File: src/rtl/tdm_pkg.sv
// Shared TDM definitions for the mux-side framer and the demux receiver.
package tdm_pkg;

  localparam int unsigned TDM_NCH   = 8;
  localparam int unsigned TDM_WIDTH = 4;

  localparam logic [0:0] ST_IDLE    = 1'b0;
  localparam logic [0:0] ST_COLLECT = 1'b1;

endpackage

File: src/rtl/tdm_demux8_4bit_if.sv
// Slot-stream input and rebuilt-channel output bundle of the TDM demux.
interface tdm_demux8_4bit_if
  import tdm_pkg::*;
#(
  parameter int unsigned WIDTH = TDM_WIDTH,
  parameter int unsigned NCH   = TDM_NCH
);

  localparam int unsigned SW = $clog2(NCH);

  logic [WIDTH-1:0]     din;
  logic                 din_valid;
  logic                 frame_start;
  logic [NCH*WIDTH-1:0] y;
  logic                 frame_done;
  logic                 sync_err;
  logic [SW-1:0]        slot;

  modport master (
    output din, din_valid, frame_start,
    input  y, frame_done, sync_err, slot
  );

  modport slave (
    input  din, din_valid, frame_start,
    output y, frame_done, sync_err, slot
  );

endinterface

File: src/rtl/tdm_slot_ctr.sv
// Slot index counter: clear has priority over load-1, which has priority over increment.
module tdm_slot_ctr
  import tdm_pkg::*;
#(
  parameter int unsigned NCH = TDM_NCH,
  localparam int unsigned SW = $clog2(NCH)
) (
  input  logic          clk,
  input  logic          rst,
  input  logic          load1_i,
  input  logic          inc_i,
  input  logic          clr_i,
  output logic [SW-1:0] slot_o,
  output logic          is_last_o
);

  logic [SW-1:0] slot_q, slot_d;

  always_comb begin
    slot_d = slot_q;
    if (clr_i) begin
      slot_d = '0;
    end else if (load1_i) begin
      slot_d = SW'(1);
    end else if (inc_i) begin
      slot_d = slot_q + SW'(1);
    end
  end

  always_ff @(posedge clk or posedge rst) begin
    if (rst) begin
      slot_q <= '0;
    end else begin
      slot_q <= slot_d;
    end
  end

  assign slot_o    = slot_q;
  assign is_last_o = (slot_q == SW'(NCH - 1));

endmodule

File: src/rtl/tdm_demux8_4bit.sv
// TDM receiver: collects one word per slot into shadow registers and publishes
// the whole frame to y only when the last slot arrives.
module tdm_demux8_4bit
  import tdm_pkg::*;
#(
  parameter int unsigned WIDTH = TDM_WIDTH,
  parameter int unsigned NCH   = TDM_NCH
) (
  input logic               clk,
  input logic               rst,
  tdm_demux8_4bit_if.slave  bus
);

  localparam int unsigned SW = $clog2(NCH);

  logic [0:0]           state_q, state_d;
  logic [WIDTH-1:0]     shadow_q [NCH];
  logic [WIDTH-1:0]     shadow_d [NCH];
  logic [NCH*WIDTH-1:0] y_q, y_d;
  logic                 frame_done_q, frame_done_d;
  logic                 sync_err_q, sync_err_d;

  logic          ctr_load1, ctr_inc, ctr_clr, is_last;
  logic [SW-1:0] slot;

  tdm_slot_ctr #(
    .NCH (NCH)
  ) u_slot_ctr (
    .clk       (clk),
    .rst       (rst),
    .load1_i   (ctr_load1),
    .inc_i     (ctr_inc),
    .clr_i     (ctr_clr),
    .slot_o    (slot),
    .is_last_o (is_last)
  );

  always_comb begin
    state_d      = state_q;
    shadow_d     = shadow_q;
    y_d          = y_q;
    frame_done_d = 1'b0;
    sync_err_d   = 1'b0;
    ctr_load1    = 1'b0;
    ctr_inc      = 1'b0;
    ctr_clr      = 1'b0;

    if (bus.din_valid) begin
      if (bus.frame_start) begin
        // A start mid-frame abandons the partial frame and restarts at slot 0.
        sync_err_d  = (state_q == ST_COLLECT);
        shadow_d[0] = bus.din;
        ctr_load1   = 1'b1;
        state_d     = ST_COLLECT;
      end else if (state_q == ST_COLLECT) begin
        shadow_d[slot] = bus.din;
        if (is_last) begin
          // The last word bypasses the shadow so y updates on its own edge.
          for (int i = 0; i < NCH - 1; i++) begin
            y_d[i*WIDTH +: WIDTH] = shadow_q[i];
          end
          y_d[(NCH-1)*WIDTH +: WIDTH] = bus.din;
          frame_done_d = 1'b1;
          ctr_clr      = 1'b1;
          state_d      = ST_IDLE;
        end else begin
          ctr_inc = 1'b1;
        end
      end
    end
  end

  always_ff @(posedge clk or posedge rst) begin
    if (rst) begin
      state_q      <= ST_IDLE;
      y_q          <= '0;
      frame_done_q <= 1'b0;
      sync_err_q   <= 1'b0;
      for (int i = 0; i < NCH; i++) begin
        shadow_q[i] <= '0;
      end
    end else begin
      state_q      <= state_d;
      shadow_q     <= shadow_d;
      y_q          <= y_d;
      frame_done_q <= frame_done_d;
      sync_err_q   <= sync_err_d;
    end
  end

  assign bus.y          = y_q;
  assign bus.frame_done = frame_done_q;
  assign bus.sync_err   = sync_err_q;
  assign bus.slot       = slot;

endmodule

File: src/flat_wrapper.sv
// flat-port wrapper written by rule: the top's interface ports become plain ports
module tdm_demux8_4bit_flat import tdm_pkg::*;
#(
  parameter int unsigned WIDTH = TDM_WIDTH,
  parameter int unsigned NCH   = TDM_NCH
)
  (clk, rst, bus_din, bus_din_valid, bus_frame_start, bus_y, bus_frame_done, bus_sync_err, bus_slot);
  tdm_demux8_4bit_if #(.WIDTH(WIDTH), .NCH(NCH)) bus_i ();
  input logic clk;
  input logic rst;
  input wire logic [$bits(bus_i.din)-1:0] bus_din;
  input wire logic [$bits(bus_i.din_valid)-1:0] bus_din_valid;
  input wire logic [$bits(bus_i.frame_start)-1:0] bus_frame_start;
  output wire logic [$bits(bus_i.y)-1:0] bus_y;
  output wire logic [$bits(bus_i.frame_done)-1:0] bus_frame_done;
  output wire logic [$bits(bus_i.sync_err)-1:0] bus_sync_err;
  output wire logic [$bits(bus_i.slot)-1:0] bus_slot;
  assign bus_i.din = bus_din;
  assign bus_i.din_valid = bus_din_valid;
  assign bus_i.frame_start = bus_frame_start;
  assign bus_y = bus_i.y;
  assign bus_frame_done = bus_i.frame_done;
  assign bus_sync_err = bus_i.sync_err;
  assign bus_slot = bus_i.slot;
  tdm_demux8_4bit #(.WIDTH(WIDTH), .NCH(NCH)) u_core (.clk(clk), .rst(rst), .bus(bus_i));
endmodule
File: config.mk
export PLATFORM = sky130hd
export DESIGN_NAME = tdm_demux8_4bit_flat
export DESIGN_NICKNAME = d
export VERILOG_FILES = /design/src/rtl/tdm_pkg.sv /design/src/rtl/tdm_demux8_4bit_if.sv /design/src/rtl/tdm_slot_ctr.sv /design/src/rtl/tdm_demux8_4bit.sv /design/src/flat_wrapper.sv
export SDC_FILE = /design/constraint.sdc
export NUM_CORES = 1
export LEC_CHECK = 0
export BUFFER_PORTS_ARGS = -buffer_cell sky130_fd_sc_hd__buf_4
export CORE_MARGIN = 2
export CORE_UTILIZATION = 41
export DETAILED_ROUTE_END_ITERATION = 6
export GPL_ROUTABILITY_DRIVEN = 0
export GPL_TIMING_DRIVEN = 0
export PLACE_DENSITY_LB_ADDON = 0.2
export SLEW_MARGIN = 10
export SYNTH_ARGS = -nofsm -noshare
export SYNTH_HDL_FRONTEND = slang
export SYNTH_HIERARCHICAL = 1
export SYNTH_SLANG_ARGS = --single-unit
File: constraint.sdc
create_clock -name clk -period 2.8 [get_ports clk]
set_input_delay 0.84 -clock clk [delete_from_list [all_inputs] [get_ports clk]]
set_output_delay 0.84 -clock clk [all_outputs]
set_load 0.02 [all_outputs]
==> flow_summary.ini <==
[outcome]
status = completed

[detailed_routing]
drt_wl_total_um = 4720
detail-route-antenna-nets = 0
drt-vias-per-instance = 4.99
first_pass_iters = 4
drc_errors = 0
routedWlPerCell_um = 15.7
vias = 1497
drt_iter0_drc = 31

[synthesis]
synth_top_family_by_area = multiplexers
yosysWarningCount = 6
synth_most_common_cell = dfrtp_1
netlist_top_cells_count = dfrtp_1, mux2_2, buf_2, inv_1, mux2_4
synth_xor_area_share_pct = 0.338
synth.area.mux_share_pct = 27.4
synth_compound_area_share_pct = 0.676
syn-num-nets = 173
synth_edf_count = 0
syn_area_um2 = 2590
synth_fa_ha_area_share_pct = 0.966
synth_cell_types = 24
netlist_instances = 163
synth_ff_type = dfrtp_1
yosysTopAreaCellShare_pct = 63.7
async_flop_share_pct = 100
synthSimpleGateAreaFrac_pct = 5.50
syn_area_per_cell_um2 = 15.9
synth_area_leaders = dfrtp_1, mux2_2, mux2_4, ha_1, buf_2
ys_ff_latch = 66
ys_seq_area_share_pct = 63.7
synth_top_cell_by_area = dfrtp_1

[clocking]
cts_buffer_depth = 2
cts_sinks = 66
clkTransAtPathRegs_ns = 0.08
post-cts-setup-buffer-count = 0
cts_tree = built
cts_buffers = 9
htreeDepth = 3
holdBufCountCts = 0
clockRootBuffer = clkbuf_8
clk_latency_ns = 0.33
cts-resized-gates = 0

[critical_path]
worst_ep_required_time_ns = 3.02
crit_path_end_kind = flip-flop
start_kind = flip-flop
crit_type = reg2reg
critPathMaxFanout = 10
cp_top_family = flip-flops
cp.arrival_ns = 2.19
crit_top_cell = ha_1
cpPeakStageDelay_ns = 0.48
crit_chain = ha_1 -> ha_1 -> nand3_1 -> buf_2 -> mux2_2
path_buf_inv = 1
reg2reg_slack_ns = 0.82
slowest_stage = dfrtp_1

[timing]
max_freq_mhz = 506
fin_crit_ns = 1.98
fin_skew_ns = 0.0103
maxSlewHeadroom_pct = 60.3
fin_crit_sh_pct = 70.6
hold_viol_final = 0
setup_tns_ns = 0
slew_viol_final = 0
worst_pin_slew_ns = 0.589
rsz0062_at_grt = no
setup_viol_count_final = 0
setup_ws_ns = 0.824

[floorplan]
fp-row-count = 28
dieHeight_um = 83.5
core_um2 = 6030
start_util_pct = 43.0
boundaryPins = 45
dieArea_um2 = 6970
die_w_um = 83.5

[grt]
grt_pass1_wl_um = 7810
track_usage_pct = 14.7
overflow = 0
grt_max_degree = 25
grt_pass1_vias = 1518
grt_antenna_before_repair = 0

[finish]
drive_gt1_share_pct = 58.7
diodes = 0
finalNetCount = 230
area_growth_pct = 27.3
fill_cells = 509

[flow_run]
max_cap_violations = 0

[power_and_ir_drop]
max-vdd-ir-drop_mv = 0.441
p_total_mw = 3.19
p_per_area_nw_per_um2 = 967
leakage_nw = 1.68

[placed_design]
io_buffers = 44
place_ws_ns = 0.593
dp_hpwl_um = 3370

[min_path]
worstHoldPathType = in2async
metal layers:
metal  vias up  global-route usage, %  routed length (µm)
met5         -                      0                   0
met4         0                   8.36                 109
met3         9                   3.26                 184
met2        36                   24.0                2360
met1       763                   18.1                2060
li1        689                      -                   -
metrics by stage:
stage	std cells	hold slack (ns)	util (%)	instance area, µm²
6_report	300	0.382	54.8	3300
5_1_grt	300	0.367	54.8	3300
4_1_cts	300	0.368	54.8	3300
3_5_place_dp	284	0.492	51.0	3070
3_3_place_gp	282	0.484	50.0	3020
2_1_floorplan	163	0.475	-	2590
area by class of cell:
class	count	area [µm²]	share of cell area, %
Inverter	4	15.0	0.455
Clock inverter	4	73.8	2.24
Timing Repair Buffer	46	385	11.7
Multi-Input combinational cell	89	905	27.4
Buffer	4	20.0	0.607
Sequential cell	66	1650	50.1
Clock buffer	12	155	4.70
Tap cell	75	93.8	2.84
report_power, final:
group / internal (mW) / total [mW] / switching [mW]
Combinational: 0.469 / 0.849 / 0.380
Sequential: 1.26 / 1.45 / 0.192
Clock: 0.550 / 0.893 / 0.343
Total: 2.28 / 3.19 / 0.915
placed cells by master, fill, tap and decap left out:
| master | count |
|---|---|
| nor3_4 | 1 |
| buf_2 | 4 |
| inv_2 | 1 |
| and3_1 | 1 |
| buf_4 | 44 |
| nand2_1 | 3 |
| nand3b_1 | 2 |
| nor3_1 | 3 |
| or3b_4 | 1 |
| clkinv_4 | 1 |
| dfrtp_1 | 66 |
| clkbuf_1 | 1 |
| nand3_1 | 2 |
| o21ai_0 | 1 |
| buf_16 | 2 |
| nor2_1 | 2 |
| bufinv_16 | 2 |
| and2_2 | 1 |
| a21oi_1 | 1 |
| nor2_2 | 2 |
| ha_1 | 2 |
| mux2_2 | 56 |
| mux2i_1 | 2 |
| or4b_4 | 1 |
| nor4b_1 | 1 |
| inv_1 | 3 |
| clkbuf_8 | 11 |
| a21o_1 | 1 |
| xnor2_1 | 1 |
| clkinv_2 | 1 |
| mux2_4 | 4 |
| and2b_1 | 1 |
logic make-up (layout without fill, tap and decap cells):
group | count (synthesis) | count (layout)
AND/OR/NAND/NOR | 21 | 21
flip-flops | 66 | 66
buffers and inverters | 8 | 70
multiplexers | 62 | 62
AO/OA/AOI/OAI | 3 | 3
adder cells (fa/ha/maj) | 2 | 2
XOR/XNOR | 1 | 1
registers in the layout (all words and copies together), names as in the netlist:
| register | count |
|---|---|
| u_core/bus.frame_done | 1 |
| u_core/bus.sync_err | 1 |
| u_core/bus.y | 32 |
| u_core/shadow_q | 28 |
| u_core/state_q | 1 |
| u_core/u_slot_ctr/slot_o | 3 |
path summary, 6_finish.rpt:
kind,from,end,cells after the start
max,u_core/u_slot_ctr/slot_o[1],u_core/bus.y[18],5
min,rst,u_core/u_slot_ctr/slot_o[2],2
max reg2reg,u_core/u_slot_ctr/slot_o[1],u_core/bus.y[18],5
min reg2reg,u_core/shadow_q[31],u_core/bus.y[3],1
max in group asynchronous,rst,u_core/bus.y[28],4
min in group clk,u_core/shadow_q[31],u_core/bus.y[3],1
Power figures use the tool's default switching activity.
